File: src/rtl/audio_lpf_decimate.sv
// Audio low-pass FIR with integer decimation: pops DECIM samples, then runs a
// one-tap-per-cycle MAC over the TAPS-deep history and pushes one output.
module audio_lpf_decimate #(
  parameter int                 TAPS      = 32,
  parameter int                 DECIM     = 8,
  parameter int                 FRAC_BITS = 10,
  parameter logic signed [31:0] COEFFS [0:TAPS-1] = '{default: 32'sd0}
) (
  input  logic        clock,
  input  logic        reset,
  output logic        in_rd_en,
  input  logic        in_empty,
  input  logic [31:0] in_dout,
  output logic        out_wr_en,
  input  logic        out_full,
  output logic [31:0] out_din
);

  localparam int TW = (TAPS > 1) ? $clog2(TAPS) : 1;
  localparam int CW = $clog2(DECIM + 1);

  typedef enum logic [1:0] {S_LOAD, S_MAC, S_WRITE} state_e;

  state_e             state_q, state_d;
  logic signed [31:0] x_q [TAPS];
  logic [CW-1:0]      count_q, count_d;
  logic [TW-1:0]      tap_q, tap_d;
  logic signed [31:0] acc_q, acc_d;

  logic               last_pop, last_tap;
  logic signed [63:0] prod;
  logic signed [31:0] term;

  assign last_pop = in_rd_en && (count_q == CW'(DECIM - 1));
  assign last_tap = (tap_q == TW'(TAPS - 1));

  // Full 64-bit product, arithmetic shift (floor), then keep the low word.
  assign prod = 64'(x_q[tap_q]) * 64'(COEFFS[tap_q]);
  assign term = 32'(prod >>> FRAC_BITS);

  always_ff @(posedge clock or posedge reset) begin
    if (reset) state_q <= S_LOAD;
    else       state_q <= state_d;
  end

  always_comb begin
    state_d = state_q;
    case (state_q)
      S_LOAD:  if (last_pop)   state_d = S_MAC;
      S_MAC:   if (last_tap)   state_d = S_WRITE;
      S_WRITE: if (!out_full)  state_d = S_LOAD;
      default:                 state_d = S_LOAD;
    endcase
  end

  // Strobes are held low while reset is asserted even though the state is LOAD.
  always_comb begin
    in_rd_en  = 1'b0;
    out_wr_en = 1'b0;
    out_din   = '0;
    if (!reset) begin
      case (state_q)
        S_LOAD:  in_rd_en = !in_empty;
        S_WRITE: begin
          out_wr_en = !out_full;
          out_din   = acc_q;
        end
        default: ;
      endcase
    end
  end

  always_comb begin
    count_d = count_q;
    tap_d   = tap_q;
    acc_d   = acc_q;
    case (state_q)
      S_LOAD: begin
        if (last_pop) begin
          count_d = '0;
          tap_d   = '0;
          acc_d   = '0;
        end else if (in_rd_en) begin
          count_d = count_q + CW'(1);
        end
      end
      S_MAC: begin
        acc_d = acc_q + term;
        if (!last_tap) tap_d = tap_q + TW'(1);
      end
      default: ;
    endcase
  end

  always_ff @(posedge clock or posedge reset) begin
    if (reset) begin
      count_q <= '0;
      tap_q   <= '0;
      acc_q   <= '0;
    end else begin
      count_q <= count_d;
      tap_q   <= tap_d;
      acc_q   <= acc_d;
    end
  end

  // History shift register, x_q[0] newest; only moves on a pop.
  always_ff @(posedge clock or posedge reset) begin
    if (reset) begin
      for (int i = 0; i < TAPS; i++) x_q[i] <= '0;
    end else if (in_rd_en) begin
      x_q[0] <= $signed(in_dout);
      for (int i = 1; i < TAPS; i++) x_q[i] <= x_q[i-1];
    end
  end

endmodule

File: config.mk
export PLATFORM = sky130hd
export DESIGN_NAME = audio_lpf_decimate
export DESIGN_NICKNAME = d
export VERILOG_FILES = /design/src/rtl/audio_lpf_decimate.sv
export SDC_FILE = /design/constraint.sdc
export NUM_CORES = 1
export LEC_CHECK = 0
export BUFFER_PORTS_ARGS = -buffer_cell sky130_fd_sc_hd__buf_4
export CAP_MARGIN = 20
export CORE_MARGIN = 2
export CORE_UTILIZATION = 33
export CTS_CLUSTER_DIAMETER = 200
export DETAILED_ROUTE_END_ITERATION = 8
export PLACE_DENSITY = 0.74
export REMOVE_ABC_BUFFERS = 1
export SETUP_SLACK_MARGIN = 0.5
export SKIP_CTS_REPAIR_TIMING = 1
export SYNTH_ARGS = -nofsm -noshare
export SYNTH_HDL_FRONTEND = slang
export SYNTH_SLANG_ARGS = --single-unit
File: constraint.sdc
create_clock -name clock -period 1.9 [get_ports clock]
set_input_delay 0.19 -clock clock [delete_from_list [all_inputs] [get_ports clock]]
set_output_delay 0.19 -clock clock [all_outputs]
set_load 0.005 [all_outputs]
After elaboration in Yosys (flattened, before gate mapping)
Memory sizes are Yosys's and may differ from the RTL's.
Cells that the tools add are included.
{"block": "totals", "reg_bits": 1067, "romBits": 1024, "inputBits": 36, "out_inout_bits": 34, "wordCells": 83, "memories": 1}
{"block": "op_classes", "add_sub_neg": 3, "mul": 1, "n_lt_le_gt_ge": 1, "n_eq_ne": 8, "n_mux": 22, "bitwise_logic": 1, "reduce_logical": 10}
{"name": "(no name shown)", "words": 32, "width": 32, "rd": 1, "rd_ports_with_merged_regs": 0, "write_ports": 0, "line": "38", "rtl": "assign prod = 64'(x_q[tap_q]) * 64'(COEFFS[tap_q]);"}
{"op": "$mux W32", "n": 7}
{"op": "$bmux W32 S5", "n": 1}
{"op": "$pmux W32 S2", "n": 1}
{"op": "$mul A32 B32 Y42", "n": 1}
{"op": "$add A32 B32 Y32", "n": 1}
{"op": "$mux W5", "n": 2}
{"op": "$pmux W5 S2", "n": 1}
{"op": "$mux W4", "n": 2}
{"op": "$ne A2 B2 Y1 const B", "n": 4}
{"op": "$ge A6 B6 Y1 const B", "n": 1}
{"op": "$mux W2", "n": 3}
{"op": "$not A5 Y6", "n": 1}
{"op": "$pmux W2 S3", "n": 1}
{"op": "$reduce_and A3 Y1", "n": 2}
{"op": "$add A5 B1 Y5 const B", "n": 1}
{"op": "$eq A5 B5 Y1 const B", "n": 1}
{"op": "$add A4 B1 Y4 const B", "n": 1}
{"op": "$eq A4 B3 Y1 const B", "n": 1}
{"op": "$mux W1", "n": 4}
{"op": "$reduce_and A2 Y1", "n": 2}
{"op": "$reduce_bool A2 Y1", "n": 2}
{"op": "$eq A2 B1 Y1 const B", "n": 1}
{"op": "$eq A2 B2 Y1 const B", "n": 1}
{"op": "$logic_not A1 Y1", "n": 2}
{"op": "other kinds (2)", "n": 2}

Longest topological paths before layout
{"block": "logic_depth", "ltp_word": 7, "mapped_depth": 6, "mapped_depth_nobuf": 6}

Worst setup path after synthesis
Ideal clock, no wire load.
{"block": "synth_path", "path_kind": "register to register", "from": "register tap_q[0]", "to": "register tap_q[3]", "setup_ns": 0.077, "t_arrival_ns": 1.858, "required_ns": 1.823, "slack_ns": -0.035, "path_stages_with_launch": 7, "path_buffers": 0, "synth_period_minus_slack_ns": 1.935, "path_cell_list": "dfrtp_1 > ha_1 > and3_1 > ha_1 > or3b_1 > or3_1 > a21oi_1"}
{"block": "synth_via", "elab_chain_len": 3, "elab_cells_between_ends": 6, "classes_between": "1 x add/sub; 2 x eq/ne; 2 x mux; 1 x reduce/logical"}
{"item": "from (decl)", "line": "27", "rtl": "logic [TW-1:0] tap_q, tap_d;"}
{"item": "from (signal assigned)", "line": "102", "rtl": "tap_q <= tap_d;"}
{"item": "$add A5 B1 Y5 / $eq A5 B5 Y1 (equally long branches)", "line": "89, 35"}
{"item": "$mux W5 / $ne A2 B2 Y1 (equally long branches)"}
{"item": "$pmux W5 S2 / $reduce_and A3 Y1 (equally long branches)"}
Parallel ways exist; a longest one is shown, timed or not. The select of a mux whose other input is x is not followed.
A chain may end at the register's enable or synchronous reset.

Worst setup path after layout
{"block": "layout_path", "from": "register tap_q[1]", "to": "register tap_q[3]"}
The elaborated chain is that of the path after synthesis.

==> out/qor.csv <==
metric,value,unit
critical_path_class,flop to flop,
grt_pass1_wl,1970,um
worst-path-max-fanout,2,
antenna_cells,0,
fp.dieArea,2810,um2
reg2reg_depth,6,
ir_drop,0.498,mV
grt_max_degree,12,
antenna_left,0,
start_util,35.5,%
synth_cells,86,
critPathRequiredTime,2100,ps
status,"complete, no violations",
max_cap_violations,0,
fp.dieH,53.0,um
ioPinCount,70,
cts.sinks,11,
crit_arrival,2020,ps
slowest_delay,390,ps
cts_htree_levels,1,
slowest_stage,dfrtp_1,
yosys_warnings,0,
ys_types,26,
cts_tree,built,
hold_depth,3,
rsz0062_at_grt,yes,
viasPerCell,4.12,
holdCritPathClass,input pin to flop,
grt_usage,9.92,%
drt_first_pass_iters,4,
clock_tree.buffer_depth,2,
ys_seq_elements,11,
end_kind,flop,
ys_seq_area_share,34.8,%
num_vias,548,
cp_cell_sequence,"ha_2, and3_4, ha_4, or3b_4, or3_4, a21oi_2",
antenna_found_initial,0,
hold_start,out_full,
fin_total_pwr,0.00103,W
clk_pin_slew_worst_paths,70,ps
fin_tns_setup,0,ps
fin_crit_sh,95.7,%
layout.nets,145,
maxSlewViolCount,0,
r2r_start,tap_q[1]$_DFFE_PP0P_,
syn_to_final_growth,17.4,%
port_buffers,5,
clkLatencyLatePin,270,ps
worst_clock_skew,1.96,ps
dp.cells,124,
avgSynthCellArea,9.21,um2
period_needed,1820,ps
drt-total-wl,1360,um
r2r-end,tap_q[3]$_DFFE_PP0P_,
gp_congestion,0.741,
min_to,state_q[1]$_DFFE_PP0P_,
grt_overflow,0,
max_freq,550,MHz
drcViolationCount,0,
first_global_vias,472,
critical_path.startpoint_type,flop,
core_area,2230,um2
power_density,1110,nW/um2
setup_viol,0,
drt_iter0_markers,7,
cts_root_buffer,clkbuf_4,
fill_cells,233,
fp.dieW,53.0,um
regToRegSetupSlack,80,ps
fin_cells,133,
rows,17,
cts_buffers,3,
hold_viol_final,0,
layout-drive-gt1-share,33.3,%
synthesis.area,792,um2
p_leak,0.471,nW
routedWlPerCell,10.2,um
dp_hpwl,916,um
[Yosys cell counts, drive strengths merged]
master  number  area share [%]
a21oi        1            0.63
a31oi        1            0.79
and3         1            0.79
buf         32              30
clkinv       1            0.63
conb         1            0.47
dfrtp       11              35
ha           3             4.7
inv          2            0.95
mux2         1             1.9
mux2i        1             1.3
nand2       11             5.2
nand3        1            0.63
nand3b       2             1.9
nand4        1             1.6
nor2         2            0.95
nor3b        1            0.95
nor4b        1             1.1
nor4bb       1             1.3
o21ai        6             3.8
o31ai        1            0.95
or3          1            0.79
or3b         1             1.1
or4          1             1.4
xnor2        1             1.1
[state kept, by name (all words and copies together) (netlist names)]
name	count
state_q	2
count_q	4
tap_q	5
[power breakdown]
part / switching [W] / total (W) / internal [W] / leakage [nW]
clock: 0.0000840 / 0.000162 / 0.0000780 / 0.0177
sequential: 0.000111 / 0.000444 / 0.000334 / 0.135
combinational: 0.000184 / 0.000422 / 0.000238 / 0.318
[kinds of logic after synthesis]
logic type | Yosys count | synth area share, %
fa+ha+maj | 3 | 4.74
other cells | 1 | 0.473
xor+xnor | 1 | 1.11
simple gates | 24 | 17.7
mux | 2 | 3.16
compound gates | 9 | 6.16
buf+inv | 35 | 31.9
flops | 11 | 34.8
[how the worst max path moves through the flow]
stage / start / endpoint / slack (ps)
after floorplan: tap_q[0]$_DFFE_PP0P_ / tap_q[3]$_DFFE_PP0P_ / -40
after global placement: tap_q[0]$_DFFE_PP0P_ / tap_q[3]$_DFFE_PP0P_ / 20
after detailed placement: tap_q[0]$_DFFE_PP0P_ / tap_q[3]$_DFFE_PP0P_ / -30
after CTS: tap_q[0]$_DFFE_PP0P_ / tap_q[3]$_DFFE_PP0P_ / -60
after global routing: tap_q[1]$_DFFE_PP0P_ / tap_q[3]$_DFFE_PP0P_ / 30
final: tap_q[1]$_DFFE_PP0P_ / tap_q[3]$_DFFE_PP0P_ / 80
[final cells by class]
| class | count | area (um2) | area share [%] |
|---|---|---|---|
| clock inverters | 1 | 5.00 | 0.538 |
| flip-flops and latches | 11 | 278 | 29.9 |
| clock buffers | 3 | 22.5 | 2.42 |
| multi-input cells | 71 | 439 | 47.2 |
| repair buffers | 16 | 134 | 14.4 |
| inverters | 3 | 16.3 | 1.75 |
| well taps | 28 | 35.0 | 3.77 |
[cells in the final DEF, fill, tap and decap left out, drive strengths merged, types with 2 or more instances in the layout]
cell and instances:
nand3b 2, o21ai 6, inv 3, nand2 11
conb 32, ha 3, dfrtp 11, nor2 2
buf 15, clkbuf 3
[layer usage]
| layer | share of wire, % | vias up | GRT usage [%] | routed length (um) |
|---|---|---|---|---|
| li1 | - | 264 | - | - |
| met1 | 39 | 252 | 11.0 | 529 |
| met2 | 51 | 30 | 16.0 | 693 |
| met3 | 8.8 | 2 | 2.54 | 119 |
| met4 | 0.96 | 0 | 7.69 | 13 |
| met5 | 0 | - | 0 | 0 |
[stage by stage]
| stage | area [um2] | util (%) | hold WS [ps] | setup slack (ps) |
|---|---|---|---|---|
| 2_1_floorplan | 668 | - | 42.4 | -35.1 |
| 3_3_place_gp | 786 | 35.2 | 215 | 18.9 |
| 3_5_place_dp | 786 | 35.2 | 222 | -26.4 |
| 4_1_cts | 813 | 36.4 | -70.4 | -55.7 |
| 5_1_grt | 930 | 41.6 | 218 | 32.3 |
| 6_report | 930 | 41.6 | 186 | 81.2 |
[worst max-delay path, delay by kind of cell (launching register included)]
kind                     cells  cell delay [ps]
adder cells (fa/ha/maj)      2              340
AO/OA/AOI/OAI                1              120
flip-flops                   1              390
AND/OR/NAND/NOR              3              900
No activity file was read; power rests on OpenSTA's default activity.
